===== config.mk =====
export PLATFORM = sky130hd
export DESIGN_NAME = mem_port_arbiter_flat
export DESIGN_NICKNAME = d
export VERILOG_FILES = /design/src/rtl/mem_port_arbiter_if.sv /design/src/rtl/mem_port_arbiter.sv /design/src/flat_wrapper.sv
export SDC_FILE = /design/constraint.sdc
export NUM_CORES = 1
export LEC_CHECK = 0
export BUFFER_PORTS_ARGS = -buffer_cell sky130_fd_sc_hd__clkbuf_2
export CAP_MARGIN = 20
export CORE_MARGIN = 10
export CORE_UTILIZATION = 41
export DETAILED_ROUTE_END_ITERATION = 10
export GPL_TIMING_DRIVEN = 0
export HOLD_SLACK_MARGIN = 0.03
export PLACE_DENSITY = 0.82
export SYNTH_ARGS = -nofsm -noshare
export SYNTH_HDL_FRONTEND = slang
export SYNTH_SLANG_ARGS = --single-unit

===== constraint.sdc =====
create_clock -name CLK -period 2.8 [get_ports CLK]
set_input_delay 0.56 -clock CLK [delete_from_list [all_inputs] [get_ports CLK]]
set_output_delay 0.56 -clock CLK [all_outputs]
set_load 0.01 [all_outputs]

===== src/rtl/mem_port_arbiter_if.sv =====
// Bus bundle between the two requesters, the shared SRAM and the arbiter.
// The arbiter takes the slave modport; the requesters/SRAM side takes master.
interface mem_port_arbiter_if #(
    parameter int AWIDTH = 12,
    parameter int DWIDTH = 32,
    parameter int CWIDTH = 16
);
    logic              M0_REQ;
    logic [AWIDTH-1:0] M0_ADDR;
    logic              M0_GNT;
    logic              M0_RVALID;
    logic [DWIDTH-1:0] M0_RDATA;

    logic              M1_REQ;
    logic              M1_WE;
    logic [AWIDTH-1:0] M1_ADDR;
    logic [3:0]        M1_BE;
    logic [DWIDTH-1:0] M1_WDATA;
    logic              M1_GNT;
    logic              M1_RVALID;
    logic [DWIDTH-1:0] M1_RDATA;

    logic              MEM_CSN;
    logic              MEM_WEN;
    logic [3:0]        MEM_BE;
    logic [AWIDTH-1:0] MEM_ADDR;
    logic [DWIDTH-1:0] MEM_DI;
    logic [DWIDTH-1:0] MEM_DOUT;

    logic [CWIDTH-1:0] GNT_CNT0;
    logic [CWIDTH-1:0] GNT_CNT1;
    logic [CWIDTH-1:0] STALL_CNT;

    modport slave (
        input  M0_REQ, M0_ADDR, M1_REQ, M1_WE, M1_ADDR, M1_BE, M1_WDATA, MEM_DOUT,
        output M0_GNT, M0_RVALID, M0_RDATA, M1_GNT, M1_RVALID, M1_RDATA,
        output MEM_CSN, MEM_WEN, MEM_BE, MEM_ADDR, MEM_DI,
        output GNT_CNT0, GNT_CNT1, STALL_CNT
    );

    modport master (
        output M0_REQ, M0_ADDR, M1_REQ, M1_WE, M1_ADDR, M1_BE, M1_WDATA, MEM_DOUT,
        input  M0_GNT, M0_RVALID, M0_RDATA, M1_GNT, M1_RVALID, M1_RDATA,
        input  MEM_CSN, MEM_WEN, MEM_BE, MEM_ADDR, MEM_DI,
        input  GNT_CNT0, GNT_CNT1, STALL_CNT
    );
endinterface


===== src/rtl/mem_port_arbiter.sv =====
// Round-robin arbiter sharing one single-port SRAM between fetch (port 0) and
// data (port 1). Grants are combinational; read data returns one cycle later.
module mem_port_arbiter #(
    parameter int AWIDTH = 12,
    parameter int DWIDTH = 32,
    parameter int CWIDTH = 16
) (
    input logic               CLK,
    input logic               RST,
    mem_port_arbiter_if.slave bus
);
    localparam logic PORT0 = 1'b0;
    localparam logic PORT1 = 1'b1;
    localparam logic [CWIDTH-1:0] CNT_MAX = '1;

    logic              pri;
    logic              rtag_valid;
    logic              rtag_port;
    logic              gnt0;
    logic              gnt1;
    logic              conflict;
    logic              rd_grant;
    logic [CWIDTH-1:0] gnt_cnt0;
    logic [CWIDTH-1:0] gnt_cnt1;
    logic [CWIDTH-1:0] stall_cnt;

    // Requests are masked while RST is high so nothing reaches the SRAM.
    always_comb begin
        conflict = !RST && bus.M0_REQ && bus.M1_REQ;
        gnt0     = !RST && bus.M0_REQ && (!bus.M1_REQ || pri == PORT0);
        gnt1     = !RST && bus.M1_REQ && (!bus.M0_REQ || pri == PORT1);
        rd_grant = gnt0 || (gnt1 && !bus.M1_WE);
    end

    always_comb begin
        bus.MEM_CSN  = 1'b1;
        bus.MEM_WEN  = 1'b1;
        bus.MEM_BE   = 4'b0000;
        bus.MEM_ADDR = '0;
        bus.MEM_DI   = '0;
        if (gnt0) begin
            bus.MEM_CSN  = 1'b0;
            bus.MEM_ADDR = bus.M0_ADDR;
        end else if (gnt1) begin
            bus.MEM_CSN  = 1'b0;
            bus.MEM_ADDR = bus.M1_ADDR;
            if (bus.M1_WE) begin
                bus.MEM_WEN = 1'b0;
                bus.MEM_BE  = bus.M1_BE;
                bus.MEM_DI  = bus.M1_WDATA;
            end
        end
    end

    always_ff @(posedge CLK or posedge RST) begin
        if (RST) begin
            pri        <= PORT1;
            rtag_valid <= 1'b0;
            rtag_port  <= PORT0;
            gnt_cnt0   <= '0;
            gnt_cnt1   <= '0;
            stall_cnt  <= '0;
        end else begin
            if (gnt0) begin
                pri <= PORT1;
            end else if (gnt1) begin
                pri <= PORT0;
            end
            rtag_valid <= rd_grant;
            rtag_port  <= gnt1;
            if (gnt0 && gnt_cnt0 != CNT_MAX) begin
                gnt_cnt0 <= gnt_cnt0 + 1'b1;
            end
            if (gnt1 && gnt_cnt1 != CNT_MAX) begin
                gnt_cnt1 <= gnt_cnt1 + 1'b1;
            end
            if (conflict && stall_cnt != CNT_MAX) begin
                stall_cnt <= stall_cnt + 1'b1;
            end
        end
    end

    assign bus.M0_GNT    = gnt0;
    assign bus.M1_GNT    = gnt1;
    assign bus.M0_RVALID = rtag_valid && (rtag_port == PORT0);
    assign bus.M1_RVALID = rtag_valid && (rtag_port == PORT1);
    assign bus.M0_RDATA  = bus.MEM_DOUT;
    assign bus.M1_RDATA  = bus.MEM_DOUT;
    assign bus.GNT_CNT0  = gnt_cnt0;
    assign bus.GNT_CNT1  = gnt_cnt1;
    assign bus.STALL_CNT = stall_cnt;
endmodule


===== src/flat_wrapper.sv =====
// flat-port wrapper written by rule: the top's interface ports become plain ports
module mem_port_arbiter_flat 
#(
    parameter int AWIDTH = 12,
    parameter int DWIDTH = 32,
    parameter int CWIDTH = 16
)
  (CLK, RST, bus_M0_REQ, bus_M0_ADDR, bus_M1_REQ, bus_M1_WE, bus_M1_ADDR, bus_M1_BE, bus_M1_WDATA, bus_MEM_DOUT, bus_M0_GNT, bus_M0_RVALID, bus_M0_RDATA, bus_M1_GNT, bus_M1_RVALID, bus_M1_RDATA, bus_MEM_CSN, bus_MEM_WEN, bus_MEM_BE, bus_MEM_ADDR, bus_MEM_DI, bus_GNT_CNT0, bus_GNT_CNT1, bus_STALL_CNT);
  mem_port_arbiter_if #(.AWIDTH(AWIDTH), .DWIDTH(DWIDTH), .CWIDTH(CWIDTH)) bus_i ();
  input logic CLK;
  input logic RST;
  input wire logic [$bits(bus_i.M0_REQ)-1:0] bus_M0_REQ;
  input wire logic [$bits(bus_i.M0_ADDR)-1:0] bus_M0_ADDR;
  input wire logic [$bits(bus_i.M1_REQ)-1:0] bus_M1_REQ;
  input wire logic [$bits(bus_i.M1_WE)-1:0] bus_M1_WE;
  input wire logic [$bits(bus_i.M1_ADDR)-1:0] bus_M1_ADDR;
  input wire logic [$bits(bus_i.M1_BE)-1:0] bus_M1_BE;
  input wire logic [$bits(bus_i.M1_WDATA)-1:0] bus_M1_WDATA;
  input wire logic [$bits(bus_i.MEM_DOUT)-1:0] bus_MEM_DOUT;
  output wire logic [$bits(bus_i.M0_GNT)-1:0] bus_M0_GNT;
  output wire logic [$bits(bus_i.M0_RVALID)-1:0] bus_M0_RVALID;
  output wire logic [$bits(bus_i.M0_RDATA)-1:0] bus_M0_RDATA;
  output wire logic [$bits(bus_i.M1_GNT)-1:0] bus_M1_GNT;
  output wire logic [$bits(bus_i.M1_RVALID)-1:0] bus_M1_RVALID;
  output wire logic [$bits(bus_i.M1_RDATA)-1:0] bus_M1_RDATA;
  output wire logic [$bits(bus_i.MEM_CSN)-1:0] bus_MEM_CSN;
  output wire logic [$bits(bus_i.MEM_WEN)-1:0] bus_MEM_WEN;
  output wire logic [$bits(bus_i.MEM_BE)-1:0] bus_MEM_BE;
  output wire logic [$bits(bus_i.MEM_ADDR)-1:0] bus_MEM_ADDR;
  output wire logic [$bits(bus_i.MEM_DI)-1:0] bus_MEM_DI;
  output wire logic [$bits(bus_i.GNT_CNT0)-1:0] bus_GNT_CNT0;
  output wire logic [$bits(bus_i.GNT_CNT1)-1:0] bus_GNT_CNT1;
  output wire logic [$bits(bus_i.STALL_CNT)-1:0] bus_STALL_CNT;
  assign bus_i.M0_REQ = bus_M0_REQ;
  assign bus_i.M0_ADDR = bus_M0_ADDR;
  assign bus_i.M1_REQ = bus_M1_REQ;
  assign bus_i.M1_WE = bus_M1_WE;
  assign bus_i.M1_ADDR = bus_M1_ADDR;
  assign bus_i.M1_BE = bus_M1_BE;
  assign bus_i.M1_WDATA = bus_M1_WDATA;
  assign bus_i.MEM_DOUT = bus_MEM_DOUT;
  assign bus_M0_GNT = bus_i.M0_GNT;
  assign bus_M0_RVALID = bus_i.M0_RVALID;
  assign bus_M0_RDATA = bus_i.M0_RDATA;
  assign bus_M1_GNT = bus_i.M1_GNT;
  assign bus_M1_RVALID = bus_i.M1_RVALID;
  assign bus_M1_RDATA = bus_i.M1_RDATA;
  assign bus_MEM_CSN = bus_i.MEM_CSN;
  assign bus_MEM_WEN = bus_i.MEM_WEN;
  assign bus_MEM_BE = bus_i.MEM_BE;
  assign bus_MEM_ADDR = bus_i.MEM_ADDR;
  assign bus_MEM_DI = bus_i.MEM_DI;
  assign bus_GNT_CNT0 = bus_i.GNT_CNT0;
  assign bus_GNT_CNT1 = bus_i.GNT_CNT1;
  assign bus_STALL_CNT = bus_i.STALL_CNT;
  mem_port_arbiter #(.AWIDTH(AWIDTH), .DWIDTH(DWIDTH), .CWIDTH(CWIDTH)) u_core (.CLK(CLK), .RST(RST), .bus(bus_i));
endmodule

Word level (Yosys, flattened, before mapping)
Cells that the tools add are included.
- flip-flop bits (word level): 51
- bits in latches: 0
- bits in writable memories: 0
- ROM bits: 0
- bits of input ports: 97
- output and inout bits: 166
- word-level logic and storage cells: 48
- memories: 0
- $add $sub $neg: 3
- multipliers: 0
- divide/modulo/power cells: 0
- $lt $le $gt $ge: 0
- equality and inequality tests: 3
- shift-type cells: 0
- multiplexer cells: 15
- bitwise logic cells: 2
- reductions and logical operators: 19
- operator list (cell ; number):
    32-bit 2-to-1 mux ; 3
    16-bit by 1-bit adder with 16-bit output, second input constant ; 3
    16-bit inequality test, second input constant ; 3
    12-bit 2-to-1 mux ; 2
    4-bit 2-to-1 mux ; 3
    1-bit logical AND ; 11
    1-bit 2-to-1 mux ; 7
    1-bit zero test ; 4
    1-bit logical OR ; 3
    1-bit NOT ; 2
    2-bit nonzero test ; 1

Depth between registers and ports, before layout
Gate-level depths: netlist of the first run.
- depth in word-level cells: 5
- depth in mapped cells: 7
- depth with buffers taken out: 5

Least setup slack after synthesis of the first run
No wires, ideal clock.
- path kind: input to output
- from: input port RST
- to: output port bus_MEM_CSN
- data arrival time: 2144 ps
- required time: 2240 ps
- slack: 96 ps
- stages: 2
- path buffers: 0
- cells stage by stage: inv_1 o21ai_0
- word-level cells in the longest chain between the ends: 5
- elaborated cells between the ends (all ways): 7
- classes of those cells: mux: 2; reduce/logical: 5
- ends and longest elaborated chain (element ; RTL line ; RTL):
    start: declaration ; flat_wrapper.sv:11 ; input logic RST;
    1-bit zero test (*) ; mem_port_arbiter.sv:30, mem_port_arbiter.sv:31 ;
    1-bit logical AND (2 in series) ; mem_port_arbiter.sv:31 ; gnt1 = !RST && bus.M1_REQ && (!bus.M0_REQ || pri == PORT1);
    1-bit 2-to-1 mux ; mem_port_arbiter.sv:44 ; end else if (gnt1) begin
    1-bit 2-to-1 mux (*) ; mem_port_arbiter.sv:41 ; if (gnt0) begin
    end: declaration ; flat_wrapper.sv:26 ; output wire logic [$bits(bus_i.MEM_CSN)-1:0] bus_MEM_CSN;
Mark *: on every way between the ends. The rest lies on a longest branch, timed or not.

Worst setup path in the final report of the first run
- from: register u_core.pri
- to: output port bus_MEM_DI[25]
- word-level cells in the longest chain between the ends: 4
- elaborated cells between the ends (all ways): 7
- classes of those cells: mux: 2; bitwise: 1; reduce/logical: 4
- ends and longest elaborated chain (element ; RTL line ; RTL):
    start: declaration ; mem_port_arbiter.sv:16 ; logic pri;
    start signal: assignment ; mem_port_arbiter.sv:57 ; pri <= PORT1;
    start signal: assignment ; mem_port_arbiter.sv:65 ; pri <= PORT1;
    start signal: assignment ; mem_port_arbiter.sv:67 ; pri <= PORT0;
    1-bit logical OR or 1-bit NOT (tied branches) ; mem_port_arbiter.sv:31, mem_port_arbiter.sv:30 ;
    1-bit logical AND or 1-bit logical OR (tied branches) ; mem_port_arbiter.sv:31, mem_port_arbiter.sv:30 ;
    32-bit 2-to-1 mux or 1-bit logical AND (tied branches) ; mem_port_arbiter.sv:44, mem_port_arbiter.sv:30 ;
    32-bit 2-to-1 mux (*) ; mem_port_arbiter.sv:41 ;
    end: declaration ; flat_wrapper.sv:30 ; output wire logic [$bits(bus_i.MEM_DI)-1:0] bus_MEM_DI;
Marked as above.

==> results.ini, run 1 <==
[outcome]
status = completed

[sta]
rsz0062_at_grt = no
slew_viol_final = 0
max_freq_mhz = 381.6
post-route-period-util_pct = 93.59
hold_viol = 0
finalSetupTns_ps = 0
whs_ps = 335.6
relSlewSlack_pct = 62.35
fin_skew_ps = 8.476
finalSetupViolations = 0
tightest_slew_ps = 564.0
min_period_ps = 2620

[yosys]
synth_edf_count = 0
synth_most_common_cell = buf_4
synth-seq-cells = 51
synth_top_area_share_pct = 36.71
ys.flop_type = dfrtp_1
ys_types = 41
yosysWarnings = 0
synth_area_per_cell_sq_um = 9.822
synth_area_sq_um = 3408
syn-instance-count = 347
yosys-top-cells-count = buf_4 (64), dfrtp_1 (50), and2_1 (38)
syn-num-nets = 447
synth-seq-area-share_pct = 37.48
synthArstFlopShare_pct = 100.0
synthTopCellsByArea = dfrtp_1 (37%), buf_4 (14%), xor2_1 (8.5%)
yosys.area.top_type = dfrtp_1

[layout]
multi_input_area_sq_um = 1597
regArea_sq_um = 1277
synthToLayoutAreaGrowth_pct = 41.01
nFillCells = 704
layout-drive-gt1-share_pct = 55.21
fin_area_sq_um = 4806
nets = 684

[placement]
dpl_cell_area_sq_um = 4711
io_buffers = 230
place_congestion = 0.8443
hpwl_mm = 11.35

[clocking]
postCtsSetupBuffers = 0
cts_tree = done
numCtsBuffers = 5
clock_latency_ps = 300
cts-root-buf = clkbuf_8
clk_pin_slew_worst_paths_ps = 100
htreeDepth = 2
clock_sinks = 51
hold_buffers = 0
clockBufferDepth = 2

[pwr]
power_frac_seq_pct = 47.3
p_per_area_nw_per_um2 = 463.5
p_leak_nw = 2.781
power_frac_comb_pct = 33.3
ir_drop_uv = 442.5
sw_frac_of_total_pct = 36.80
clkPwrFrac_pct = 19.3
intPower_mw = 1.408
switchingPower_mw = 0.8198
finalPower_mw = 2.227

[floorplanning]
coreArea_sq_um = 8134
fp.dieH_microns = 111.2
rows = 33
die_area_sq_um = 12360
start_util_pct = 41.90
dieWidth_microns = 111.2
pin_count = 263

[worst_setup_path]
crit_start = u_core.pri$_DFFE_PP1N_
cpLargestDelayFamily = buffers and inverters
crit_cells = 8
path_class = reg -> out
critPathRequiredTime_ps = 2240
rr_worst_depth = 5
crit_arrival_ps = 2060
r2r-start = u_core.bus.STALL_CNT[0]$_DFFE_PP0P_
critPathBufInv = 4
crit_path_end_kind = primary output
crit_slowest_cell = dfstp_2
cp_max_fo = 19
crit_chain = nor2b_1, nand2b_1, inv_2, and3_1, buf_6, buf_2, and2_1, clkbuf_2
cp-start-kind = flop
critPathMaxStageDelay_ps = 550

[grt]
grt_pass1_wl_mm = 20.27
grt_pass1_vias = 3454
grt.overflow.total = 0
track_usage_pct = 19.74
antenna_found_initial = 1
grt_max_degree = 28

[route]
vias_per_cell = 4.919
postRouteWirelength_mm = 13.07
drtIter0Drc = 163
wl_per_cell_microns = 18.92
drc = 0
vias = 3399
firstDrtPassIters = 4
ant_nets = 0

[run]
cap_viol_max_count = 0

[min_path]
min-delay-path-class = in -> async

## state kept, by name, summed over array words and instances (netlist names)
signal	cells
u_core.bus.GNT_CNT0	16
u_core.rtag_port	1
u_core.pri	1
u_core.bus.GNT_CNT1	16
u_core.rtag_valid	1
u_core.bus.STALL_CNT	16
## layout make-up
type | instances | area share [%]
Buffer | 71 | 10.83
Multi-Input combinational cell | 219 | 33.22
Antenna cell | 1 | 0.05207
Inverter | 5 | 0.3905
Tap cell | 105 | 2.734
Sequential cell | 51 | 26.58
Timing Repair Buffer | 231 | 24.37
Clock buffer | 5 | 1.432
Clock inverter | 3 | 0.3905
## path summary, 6_finish.rpt
check	to	slack, ps
max	bus_MEM_DI[25]	180
min	u_core.bus.GNT_CNT1[4]$_DFFE_PP0P_	340
max reg2reg	u_core.bus.STALL_CNT[1]$_DFFE_PP0P_	840
min reg2reg	u_core.pri$_DFFE_PP1N_	470
max in group asynchronous	u_core.bus.STALL_CNT[9]$_DFFE_PP0P_	1920
min in group CLK	u_core.pri$_DFFE_PP1N_	470
## metal layers
| layer | part of all wire (%) | global-route usage [%] |
|---|---|---|
| met5 | 0 | 0 |
| met4 | 1.1 | 3.256 |
| met3 | 7.4 | 5.411 |
| met2 | 53 | 36.15 |
| met1 | 38 | 22.47 |
## stage by stage
stage	setup WS [ps]	std cells	utilization [%]
after global routing	22.99	691	59.08
final	179.6	691	59.08
after global placement	-633.5	682	57.67
after floorplan	95.72	347	-
after detailed placement	78.13	683	57.91
after CTS	37.29	690	58.94
## power by group through the flow
stage	sequential [mW]	clock, mW	combinational [mW]
6_report	1.05	0.431	0.742
5_1_grt	1.08	0.483	0.812
4_1_cts	1.05	0.440	0.756
3_5_place_dp	1.06	0	0.754
3_3_place_gp	1.05	0	0.730
2_1_floorplan	1.08	0	0.356
## cell families after synthesis
| group | after synthesis | synth area share (%) |
|---|---|---|
| simple gates | 150 | 28.49 |
| buf+inv | 77 | 15.67 |
| flops | 51 | 37.48 |
| xor+xnor | 41 | 10.54 |
| compound gates | 22 | 5.506 |
| mux | 3 | 1.211 |
| fa+ha+maj | 3 | 1.101 |
## layout by cell type (no fill, tap or decap), types with 2 or more instances in the layout
cell type,instances
a22o_1,12
a31oi_1,2
and2_1,38
and3_1,11
and4_1,4
buf_2,2
buf_4,64
clkbuf_1,3
clkbuf_2,230
clkbuf_8,5
clkinv_2,2
dfrtp_1,50
ha_1,3
inv_1,3
inv_2,2
mux2_4,2
nand2_1,17
nand2b_1,2
nand3_1,14
nand3b_1,2
nand4_1,11
nand4_4,2
nor2_2,3
nor2b_1,4
nor3_1,14
nor3b_1,3
nor4_1,15
nor4_4,3
nor4b_1,2
o21a_1,2
o21ai_0,3
xnor2_1,8
xor2_1,33
## worst reg2reg max path: stages, from the launching register on
cell	delay, ps
dfrtp_1	450
ha_1	230
nand3_1	290
nor4_4	460
nor2_2	100
mux2_1	330
## repair_timing
| item | CTS | global route |
|---|---|---|
| pin swaps | 0 | 0 |
| gates resized for setup | 0 | 5 |
| setup endpoints to repair | 2 | 20 |
| gates cloned | 0 | 0 |
No activity file was read; power rests on OpenSTA's default activity.
==> run 2: changes to the inputs <==
ABC_AREA = 1   (was unset)
CORE_UTILIZATION = 44   (was 41)
==> run 2 against run 1 <==
Sequential share of layout area is 3.8 points lower; fmax is 3.9% higher; via count is 36% higher; synthesized cell count is 82% higher; setup slack better by 98 ps; clock-buffer cell count is 1 higher; clock skew is 1.7 ps higher; routed wire length is 8.9% higher; largest power group unchanged; worst hold slack worse by 100 ps; die area is 12% higher; sequential power is 4% higher; final area is 17% higher; critical endpoint is now bus_MEM_ADDR[7].
==> results.ini, run 2 <==
[outcome]
status = completed

[route]
wl_per_cell_microns = 14.26
drc = 0
ant_nets = 0
postRouteWirelength_mm = 14.24
drtIter0Drc = 335
vias_per_cell = 4.635
vias = 4626
firstDrtPassIters = 4

[worst_setup_path]
critPathRequiredTime_ps = 2240
r2r_slack_ps = 1100
crit_arrival_ps = 1960
critPathBufInv = 4
cp_max_fo = 11
crit_cells = 7
crit_start = u_core.pri$_DFFE_PP1N_
r2r-start = u_core.bus.GNT_CNT1[0]$_DFFE_PP0P_
critPathMaxStageDelay_ps = 540
path_class = reg -> out
crit_slowest_cell = dfstp_2
crit_path_end_kind = primary output
rr_worst_depth = 9
crit_chain = inv_1, nand2_1, nand2_4, inv_2, buf_2, a22o_1, clkbuf_2
timing.rr.end = u_core.bus.GNT_CNT1[9]$_DFFE_PP0P_
cp-endpoint = bus_MEM_ADDR[7]
cpLargestDelayFamily = buffers and inverters
cp-start-kind = flop

[clocking]
clk_pin_slew_worst_paths_ps = 100
clockBufferDepth = 2
clock_sinks = 51
htreeDepth = 2
cts_tree = done
numCtsBuffers = 5
clock_latency_ps = 300
cts-root-buf = clkbuf_8
postCtsSetupBuffers = 0

[sta]
tightest_slew_ps = 408.7
finalSetupViolations = 0
fin_skew_ps = 10.22
hold_viol = 0
max_freq_mhz = 396.4
finalSetupTns_ps = 0
slew_viol_final = 0
post-route-period-util_pct = 90.10
whs_ps = 235.2
relSlewSlack_pct = 72.75
rsz0062_at_grt = no
min_period_ps = 2523

[pwr]
ir_drop_uv = 248.6
finalPower_mw = 2.500
p_per_area_nw_per_um2 = 445.2
p_leak_nw = 3.207

[layout]
regArea_sq_um = 1277
diodes = 0
final_common_cell = clkbuf_2
stdcell_count = 998
fin_area_sq_um = 5614
layout_common_cells = clkbuf_2 (229), nand2_1 (223), nor2_1 (79)
nets = 968
synthToLayoutAreaGrowth_pct = 33.70
nFillCells = 898
layout-drive-gt1-share_pct = 43.15
multi_input_area_sq_um = 2122

[placement]
io_buffers = 229
place_congestion = 0.9325
dp_cells = 990
dpl_cell_area_sq_um = 5527
hpwl_mm = 12.13

[yosys]
synthArstFlopShare_pct = 100.0
syn-num-nets = 731
synth_edf_count = 0
synth_top_area_share_pct = 29.80
yosysWarnings = 0
yosys.area.top_type = dfrtp_1
yosys-top-cells-count = nand2_1 (223), nor2_1 (79), buf_4 (64)
ys_types = 29
ys.flop_type = dfrtp_1
synth_most_common_cell = nand2_1
synth-seq-area-share_pct = 30.42
syn-instance-count = 631
synth_area_per_cell_sq_um = 6.655
synth-seq-cells = 51
synth_area_sq_um = 4199
synthTopCellsByArea = dfrtp_1 (30%), nand2_1 (20%), buf_4 (11%)

[grt]
antenna_found_initial = 0
grt_pass1_vias = 4556
grt_pass1_wl_mm = 23.27
grt_max_degree = 32
grt.overflow.total = 0
track_usage_pct = 19.94

[floorplanning]
fp.dieH_microns = 117.7
die_area_sq_um = 13850
rows = 35
dieWidth_microns = 117.7
pin_count = 263
coreArea_sq_um = 9284
start_util_pct = 45.23

[run]
cap_viol_max_count = 0

[min_path]
min-delay-path-class = in -> async

## run 2: changes by cell type in the layout (fill, tap and decap cells not counted), sizes merged, moves of 5 or more
cell / delta
nand2: +224
nor2: +93
inv: +53
and2: -38
o21ai: +24
xor2: -24
nor4: -18
nand3: +17
nor3: -13
and3: -11
buf: +6
xnor2: -5
## run 2: worst register-to-register path, delay by kind of cell (launching register included)
family | cells | cell delay, ps
fa+ha+maj | 1 | 290
compound gates | 1 | 50
buf+inv | 2 | 210
simple gates | 5 | 570
flops | 1 | 490
## run 2: what timing repair did
item	CTS	global route
gates resized for setup	0	2
endpoints found under the setup margin	0	8
hold buffers	0	0
## run 2: final cells by class
type                       count  share of cell area [%]
multi-input combinational    442                   37.80
sequential                    51                   22.75
timing repair buffer         230                   20.77
buffer                        79                   10.30
inverter                      59                   3.989
tap                          129                   2.875
clock buffer                   6                   1.293
clock inverter                 2                  0.2229
## run 2: per-layer routing
metal  vias to the layer above  routed length, microns  track usage (%)
met4                         0                     257            5.719
met5                         -                       0                0
met2                       183                    7392            36.68
met1                      2064                    5140            20.31
met3                        14                    1446            7.770
li1                       2365                       -                -
## run 2: worst min path at each step
stage	endpoint	slack, ps	depth (start not counted)
floorplan	u_core.pri$_DFFE_PP1N_	480	2
global placement	u_core.pri$_DFFE_PP1N_	500	2
detailed placement	u_core.bus.GNT_CNT1[15]$_DFFE_PP0P_	520	2
CTS	u_core.bus.GNT_CNT0[12]$_DFFE_PP0P_	310	2
global route	u_core.bus.GNT_CNT0[9]$_DFFE_PP0P_	260	2
finish	u_core.bus.GNT_CNT1[3]$_DFFE_PP0P_	240	2
## run 2: kinds of logic (layout without fill, tap and decap cells)
| logic type | Yosys count | count (layout) | share of synthesized area (%) |
|---|---|---|---|
| AND/OR/NAND/NOR | 389 | 389 | 40.20 |
| adder cells (fa/ha/maj) | 3 | 3 | 0.8940 |
| buffers and inverters | 138 | 376 | 19.04 |
| AO/OA/AOI/OAI | 38 | 38 | 6.943 |
| flip-flops | 51 | 51 | 30.42 |
| XOR/XNOR | 12 | 12 | 2.503 |
## run 2: stage by stage
step | util (%) | setup slack, ps
floorplan | - | 303.3
global placement | 59.31 | -577.2
detailed placement | 59.53 | 41.38
CTS | 60.44 | 36.46
global route | 60.47 | 115.5
finish | 60.47 | 277.2
## run 2: power by group
group | total [mW] | internal (mW) | switching [mW]
combinational | 0.986 | 0.428 | 0.558
clock | 0.421 | 0.175 | 0.246
sequential | 1.09 | 0.875 | 0.218
total | 2.50 | 1.48 | 1.02
